$ cat src/rtl/led7_to_bin_4_if.sv
// Bus between a 7-segment readback source and the led7_to_bin_4 decoder:
// the request side (patterns + start) and the result side (busy/done/bin/err).
interface led7_to_bin_4_if;
  logic [27:0] hex7_4;
  logic        start;
  logic        busy;
  logic        done;
  logic [15:0] bin;
  logic        err;

  modport master (
    output hex7_4,
    output start,
    input  busy,
    input  done,
    input  bin,
    input  err
  );

  modport slave (
    input  hex7_4,
    input  start,
    output busy,
    output done,
    output bin,
    output err
  );
endinterface

$ cat src/rtl/led7_to_bin_4.sv
// Decodes four active-low 7-segment patterns to BCD, then converts the BCD
// value to a 16-bit binary number with a reverse double-dabble, one shift per clock.
module led7_to_bin_4 (
  input  logic            clk,
  input  logic            rst_n,
  led7_to_bin_4_if.slave  bus
);

  typedef enum logic [1:0] {
    IDLE = 2'd0,
    CONV = 2'd1,
    ERR  = 2'd2
  } state_t;

  state_t      state;
  state_t      state_nxt;

  logic [15:0] bcd;
  logic [15:0] binreg;
  logic [3:0]  cnt;
  logic [15:0] bin_q;
  logic        err_q;
  logic        done_q;

  logic [15:0] bcd_in;
  logic        all_valid;
  logic [31:0] shifted;
  logic [15:0] bcd_nxt;

  logic        busy;
  logic        accept;
  logic        finish_ok;
  logic        finish_err;

  // Returns {valid, digit}; a blank digit reads as a valid zero.
  function automatic logic [4:0] seg_decode(input logic [6:0] seg);
    logic [4:0] r;
    case (seg)
      7'h40:   r = {1'b1, 4'd0};
      7'h79:   r = {1'b1, 4'd1};
      7'h24:   r = {1'b1, 4'd2};
      7'h30:   r = {1'b1, 4'd3};
      7'h19:   r = {1'b1, 4'd4};
      7'h12:   r = {1'b1, 4'd5};
      7'h02:   r = {1'b1, 4'd6};
      7'h78:   r = {1'b1, 4'd7};
      7'h00:   r = {1'b1, 4'd8};
      7'h10:   r = {1'b1, 4'd9};
      7'h7F:   r = {1'b1, 4'd0};
      default: r = {1'b0, 4'd0};
    endcase
    return r;
  endfunction

  // Undo the "add 3" of the forward conversion: a nibble that received a
  // shifted-in 8 is corrected back to a proper BCD digit.
  function automatic logic [3:0] fix_nibble(input logic [3:0] n);
    return (n >= 4'd8) ? (n - 4'd3) : n;
  endfunction

  always_comb begin
    logic [4:0] dec;
    bcd_in    = '0;
    all_valid = 1'b1;
    for (int i = 0; i < 4; i++) begin
      dec               = seg_decode(bus.hex7_4[i*7 +: 7]);
      bcd_in[i*4 +: 4]  = dec[3:0];
      all_valid         = all_valid & dec[4];
    end
  end

  always_comb begin
    shifted = {bcd, binreg} >> 1;
    bcd_nxt = '0;
    for (int i = 0; i < 4; i++) begin
      bcd_nxt[i*4 +: 4] = fix_nibble(shifted[16 + i*4 +: 4]);
    end
  end

  // State register
  always_ff @(posedge clk or negedge rst_n) begin
    if (!rst_n) begin
      state <= IDLE;
    end else begin
      state <= state_nxt;
    end
  end

  // Next-state logic
  always_comb begin
    state_nxt = state;
    case (state)
      IDLE: begin
        if (bus.start) begin
          state_nxt = all_valid ? CONV : ERR;
        end
      end
      CONV: begin
        if (cnt == 4'd15) begin
          state_nxt = IDLE;
        end
      end
      ERR:     state_nxt = IDLE;
      default: state_nxt = IDLE;
    endcase
  end

  // Output / control decode
  always_comb begin
    busy       = 1'b0;
    accept     = 1'b0;
    finish_ok  = 1'b0;
    finish_err = 1'b0;
    case (state)
      IDLE: accept = bus.start;
      CONV: begin
        busy      = 1'b1;
        finish_ok = (cnt == 4'd15);
      end
      ERR: begin
        busy       = 1'b1;
        finish_err = 1'b1;
      end
      default: ;
    endcase
  end

  // Conversion datapath: load on accept, shift-and-correct while converting
  always_ff @(posedge clk or negedge rst_n) begin
    if (!rst_n) begin
      bcd    <= '0;
      binreg <= '0;
      cnt    <= '0;
    end else if (accept) begin
      bcd    <= bcd_in;
      binreg <= '0;
      cnt    <= '0;
    end else if (state == CONV) begin
      bcd    <= bcd_nxt;
      binreg <= shifted[15:0];
      cnt    <= cnt + 4'd1;
    end
  end

  // Result registers: only touched on the edge that raises done
  always_ff @(posedge clk or negedge rst_n) begin
    if (!rst_n) begin
      bin_q  <= '0;
      err_q  <= 1'b0;
      done_q <= 1'b0;
    end else begin
      done_q <= finish_ok | finish_err;
      if (finish_ok) begin
        bin_q <= shifted[15:0];
        err_q <= 1'b0;
      end else if (finish_err) begin
        bin_q <= '0;
        err_q <= 1'b1;
      end
    end
  end

  assign bus.busy = busy;
  assign bus.done = done_q;
  assign bus.bin  = bin_q;
  assign bus.err  = err_q;

endmodule
$ cat src/flat_wrapper.sv
// flat-port wrapper written by rule: the top's interface ports become plain ports
module led7_to_bin_4_flat 
  (clk, rst_n, bus_hex7_4, bus_start, bus_busy, bus_done, bus_bin, bus_err);
  led7_to_bin_4_if bus_i ();
  input  logic clk;
  input  logic rst_n;
  input wire logic [$bits(bus_i.hex7_4)-1:0] bus_hex7_4;
  input wire logic [$bits(bus_i.start)-1:0] bus_start;
  output wire logic [$bits(bus_i.busy)-1:0] bus_busy;
  output wire logic [$bits(bus_i.done)-1:0] bus_done;
  output wire logic [$bits(bus_i.bin)-1:0] bus_bin;
  output wire logic [$bits(bus_i.err)-1:0] bus_err;
  assign bus_i.hex7_4 = bus_hex7_4;
  assign bus_i.start = bus_start;
  assign bus_busy = bus_i.busy;
  assign bus_done = bus_i.done;
  assign bus_bin = bus_i.bin;
  assign bus_err = bus_i.err;
  led7_to_bin_4 u_core (.clk(clk), .rst_n(rst_n), .bus(bus_i));
endmodule
$ cat config.mk
export PLATFORM = sky130hd
export DESIGN_NAME = led7_to_bin_4_flat
export DESIGN_NICKNAME = d
export VERILOG_FILES = /design/src/rtl/led7_to_bin_4_if.sv /design/src/rtl/led7_to_bin_4.sv /design/src/flat_wrapper.sv
export SDC_FILE = /design/constraint.sdc
export NUM_CORES = 1
export LEC_CHECK = 0
export CAP_MARGIN = 20
export CORE_ASPECT_RATIO = 2
export CORE_MARGIN = 2
export CORE_UTILIZATION = 23
export DETAILED_ROUTE_END_ITERATION = 10
export PLACE_DENSITY = 0.49
export SYNTH_ARGS = -nofsm -noshare
export SYNTH_HDL_FRONTEND = slang
export SYNTH_SLANG_ARGS = --single-unit
$ cat constraint.sdc
create_clock -name clk -period 1.8 [get_ports clk]
set_input_delay 0.36 -clock clk [delete_from_list [all_inputs] [get_ports clk]]
set_output_delay 0.36 -clock clk [all_outputs]
set_load 0.02 [all_outputs]
Yosys cells after proc, flatten, opt, wreduce, memory -nomap -nowiden
Index checks and enable logic that the tools add are counted. W data, S select, Z words.

Mux-type cells: 26. $lt $le $gt $ge: 4. $mul: 0. Shift-type cells: 0. Reduce and logical (&&, ||, !) cells: 13. Add/subtract/negate cells: 5. Divide/modulo/power cells: 0. Bitwise operators: 4. Eq/ne operators: 45.

Operator list (number): $pmux W5 S10 (4); $eq A7 B7 Y1 const B (16); $mux W16 (6); $eq A7 B5 Y1 const B (12); $eq A7 B6 Y1 const B (8); $eq A7 B2 Y1 const B (4); $logic_not A7 Y1 (4); $mux W4 (6); $ge A4 B4 Y1 const B (3); $sub A4 B2 Y4 const B (3); $reduce_or A2 Y1 (5); $mux W1 (6); $mux W2 (3); $add A4 B1 Y4 const B (1); $eq A4 B4 Y1 const B (1); $ge A3 B4 Y1 const B (1); $pmux W2 S2 (1); $reduce_bool A2 Y1 (2); $sub A3 B2 Y4 const B (1); $and A1 B1 Y1 (3); $eq A2 B1 Y1 const B (1); $eq A2 B2 Y1 const B (1); $logic_not A2 Y1 (1); $ne A2 B1 Y1 const B (1); other kinds (3) (3).

Word-level logic and storage cells: 104. Memories: 0. Memory bits (read-only): 0. Input port bits: 31. Flip-flop bits (word level): 56. Latch bits: 0. Output and inout bits: 19. Bits in writable memories: 0.

Logic depth before layout (Yosys ltp)
Depth in word-level cells: 9. Mapped depth: 8. Mapped depth without buffers: 7.

Worst setup path before layout
Ideal clock, no wire load.

Kind: register -> register. Start point: register u_core.state[1]. End point: register u_core.bin_q[15], in the netlist u_core.bus.bin[15]. Data required time: 1.664 ns. Clock period less this slack: 1.622 ns. Arrival time: 1.485 ns. Path buffers: 3. Setup slack: 0.178 ns. Stages on the path, launching flop included: 8. Setup time: 0.136 ns. Cells stage by stage: dfrtp_1 > inv_1 > ha_1 > buf_2 > and4_1 > clkbuf_1 > clkbuf_1 > o21ai_0.

Longest elaborated chain between the ends: 3. Elaborated cells between the ends (all ways): 6.

Ends and longest elaborated chain: from (decl) (RTL line led7_to_bin_4.sv:15) `state_t state;`; from (signal assigned) (RTL line led7_to_bin_4.sv:85) `state <= state_nxt;`; $eq A2 B1 Y1 / $eq A2 B2 Y1 (equally long branches) (RTL line led7_to_bin_4.sv:114) `case (state)`; $mux W1 (RTL line led7_to_bin_4.sv:114); $mux W16 / $reduce_bool A2 Y1 (equally long branches); to (signal assigned) (RTL line led7_to_bin_4.sv:154) `bin_q <= shifted[15:0];`; to (decl) (RTL line led7_to_bin_4.sv:21) `logic [15:0] bin_q;`.

Several ways; a longest one is shown, not always the timed one. A chain may end at the register's enable or synchronous reset.

Final worst setup path
Start point: register u_core.state[0]. End point: output bus_busy.

Longest elaborated chain between the ends: 3. Elaborated cells between the ends (all ways): 4.

Ends and longest elaborated chain: $eq A2 B2 Y1 / $eq A2 B1 Y1 (equally long branches) (RTL line led7_to_bin_4.sv:114); $reduce_or A2 Y1 (no source line) (*); $mux W1 (*) (RTL line led7_to_bin_4.sv:114); to (decl) (RTL line flat_wrapper.sv:9) `output wire logic [$bits(bus_i.busy)-1:0] bus_busy;`.

Mark *: on every way between the ends. The rest lies on a longest branch, timed or not.

==> results.md <==
* Status: completed
* I/O Pins at 50
* GPL Wtd Cong at ~0.77
* WS Path Type: reg2out
* Hold crit path type: in2async
* Synth-to-Final Area Change at 39.0%
* Clk_skew at around 0.0056 ns
* Largest net degree at the start of global routing at 30
* Placeable Area at around 14000 um2
* DP HPWL at 6.27 mm
* Share of layout cells above drive strength 1 at 0.168
* Initial antenna violation count at 0
* Unique masters post-synth at 51
* Max transition margin at 0.673
* Sink Count at 55
* Routed wire length per instance at ~12 um
* CTS tree: yes
* Vias in the first global route at 3076
* First-pass iteration count of the detailed router at 4
* Grt total ovfl at 0
* Drt total wl at between 8 and 9 mm
* Post-CTS Setup Repair Bufs at 0
* Area leader, netlist: dfrtp_1
* Max_cap viols at 0
* Syn_area_per_cell at between 8 and 9 um2
* Startpoint types: flip-flop
* Post-synth top area share at 0.414
* Cells after DPL at 652
* Crit path time final at roughly 1.7 ns
* Synth Register Bits at 55
* H-tree depth at 2
* YS warnings at 0
* Final Hold Viols at 0
* Synth Flop Type: dfrtp_1
* Crit end category: primary output
* Least-Margin Pin Slew at between 0.4 and 0.5 ns
* Initial Util at 0.233
* FF+latch area at between 1000 and 1500 um2
* DIE AREA at around 16000 um2
* Final worst setup slack at approximately 0.056 ns
* Non-Filler Instances at 661
* WP data arrival at 1.38 ns
* Maximum clock frequency at roughly 570 MHz
* Die span in x at ~89 um
* Multi-input gate area at 1860 um2
* CP required at approximately 1.4 ns
* Syn_nets at approximately 410
* Die H at 174 um
* Via density at 4.52
* Reg2reg start: u_core.state[1]$_DFFE_PN0P_
* Async set-reset flop share out of synthesis at 1.00
* Max-slew violations at 0
* # fillers at about 1500
* CTS Root Cell: clkbuf_16
* Clk buf depth at 2
* Sequential fraction of the synthesis area at 0.414
* PwrDens at ~690 nW/um2
* Row cnt at slightly above 60
* # nets final at 509
* Max VDD drop at 0.000349 V
* Final instance area at between 4000 and 5000 um2
* Antenna Nets Post-Route at 0
* Final Cycle Share at 0.969
* DRC at 0
* P_leak at around 1.8 nW
* Synth top area cells: dfrtp_1 41%, mux2i_1 6.3%, nand2_1 4.6%
* First-pass GRT wire length at 13.7 mm
* CTS buffer count at 5
* Final setup viols at 0
* Worst R2R Path Depth at 7
* Skew-Pair Late Insertion Delay at around 0.3 ns
* Crit Path Max Fanout at 3
* Area after DPL at 4420 um2
* GR Util All Layers at 0.109
* Post-Syn Instances at about 370
* Setup crit start: u_core.state[0]$_DFFE_PN0P_
* Pre-CTS setup slack at -0.298 ns
* Number of flops mapped to enable cells by yosys at 0
* Vias at between 2000 and 3000
* Mapped Area at roughly 3300 um2
* Starting DRT DRC Count at approximately 110
* N_diodes at 0
* Worst-path clk slew at around 0.070 ns
* IO Port Bufs at between 40 and 50
[power by group]
group          internal [W]  switching [W]
clock              0.000557       0.000448
combinational      0.000406       0.000415
sequential          0.00130      0.0000551
total               0.00226       0.000918
[synthesized netlist by cell type (5+ instances only)]
cell type	count
nand2b_1	20
mux2i_1	21
nor2b_1	12
nor3_1	9
dfrtp_1	55
nand2_1	41
o211ai_1	8
nor2_1	39
ha_1	10
xnor2_1	11
clkbuf_1	14
a32oi_1	7
inv_1	11
nand3_1	8
o21ai_0	30
nand4_1	5
a21oi_1	7
[critical path, cell delays in order, from the launching register on]
cell and delay [ns]:
dfrtp_1 0.38, inv_1 0.07, ha_1 0.31, dlygate4sd2_1 0.33
[through the flow]
step | utilization | TNS (ns) | hold slack, ns | power, W
CTS | 0.321 | 0 | 0.493 | 0.00323
global route | 0.324 | -0.00668 | 0.515 | 0.00338
global placement | 0.310 | -0.821 | 0.265 | 0.00220
floorplan | - | 0 | 0.0644 | 0.00181
finish | 0.324 | 0 | 0.486 | 0.00318
detailed placement | 0.310 | -1.12 | 0.267 | 0.00221
[repair_timing]
item | CTS | global route
pin swaps | 0 | 0
hold endpoints to repair | 11 | 0
hold buffers | 1 | 0
resized for setup | 1 | 7
endpoints found under the setup margin | 1 | 3
[area by class of cell]
cell class	count	area share
multi-input combinational	286	0.403
inverter	11	0.00893
sequential	55	0.298
clock buffer	6	0.0300
clock inverter	2	0.00352
timing repair buffer	109	0.205
tap	192	0.0519
[cells by family (layout without fill, tap and decap cells)]
logic type,count (synthesis),in the layout,share of synthesized area
mux,22,22,0.0666
buf+inv,31,128,0.0387
xor+xnor,15,15,0.0395
simple gates,157,157,0.237
fa+ha+maj,10,10,0.0376
compound gates,82,82,0.167
flops,55,55,0.414
[registers in the layout, summed over array words and instances, names as in the netlist]
register and flops:
u_core.cnt 4, u_core.bus.done 1, u_core.bus.err 1, u_core.bus.bin 16
u_core.binreg 15, u_core.bcd 16, u_core.state 2
[path summary, 6_finish.rpt]
| kind | slack [ns] | to |
|---|---|---|
| min reg2reg | 0.50 | u_core.bus.bin[0]$_DFFE_PN0P_ |
| max | 0.06 | bus_busy |
| max in group asynchronous | 0.71 | u_core.bcd[3]$_DFFE_PN0P_ |
| min | 0.49 | u_core.bus.bin[2]$_DFFE_PN0P_ |
| max reg2reg | 0.16 | u_core.state[1]$_DFFE_PN0P_ |
| min in group clk | 0.50 | u_core.bus.bin[0]$_DFFE_PN0P_ |
[metal layers]
layer  part of all wire  vias up  GRT usage
met5                  0        -          0
met4              0.017        0     0.0392
met3              0.021        9     0.0147
met2               0.57       41      0.211
met1               0.39     1426      0.113
li1                   -     1511          -
[placed cells by master, fill, tap and decap left out, types with 7 or more instances in the layout]
master           count
nand3_1              8
dfrtp_1             55
nor3_1               8
ha_1                 9
o211ai_1             8
clkdlybuf4s50_1     47
o21ai_0             29
mux2i_1             21
nand2b_1            20
nor2_1              39
a32oi_1              7
xnor2_1             11
nand2_1             41
buf_4               58
inv_1               11
nor2b_1             12
No activity file was read; power rests on OpenSTA's default activity.
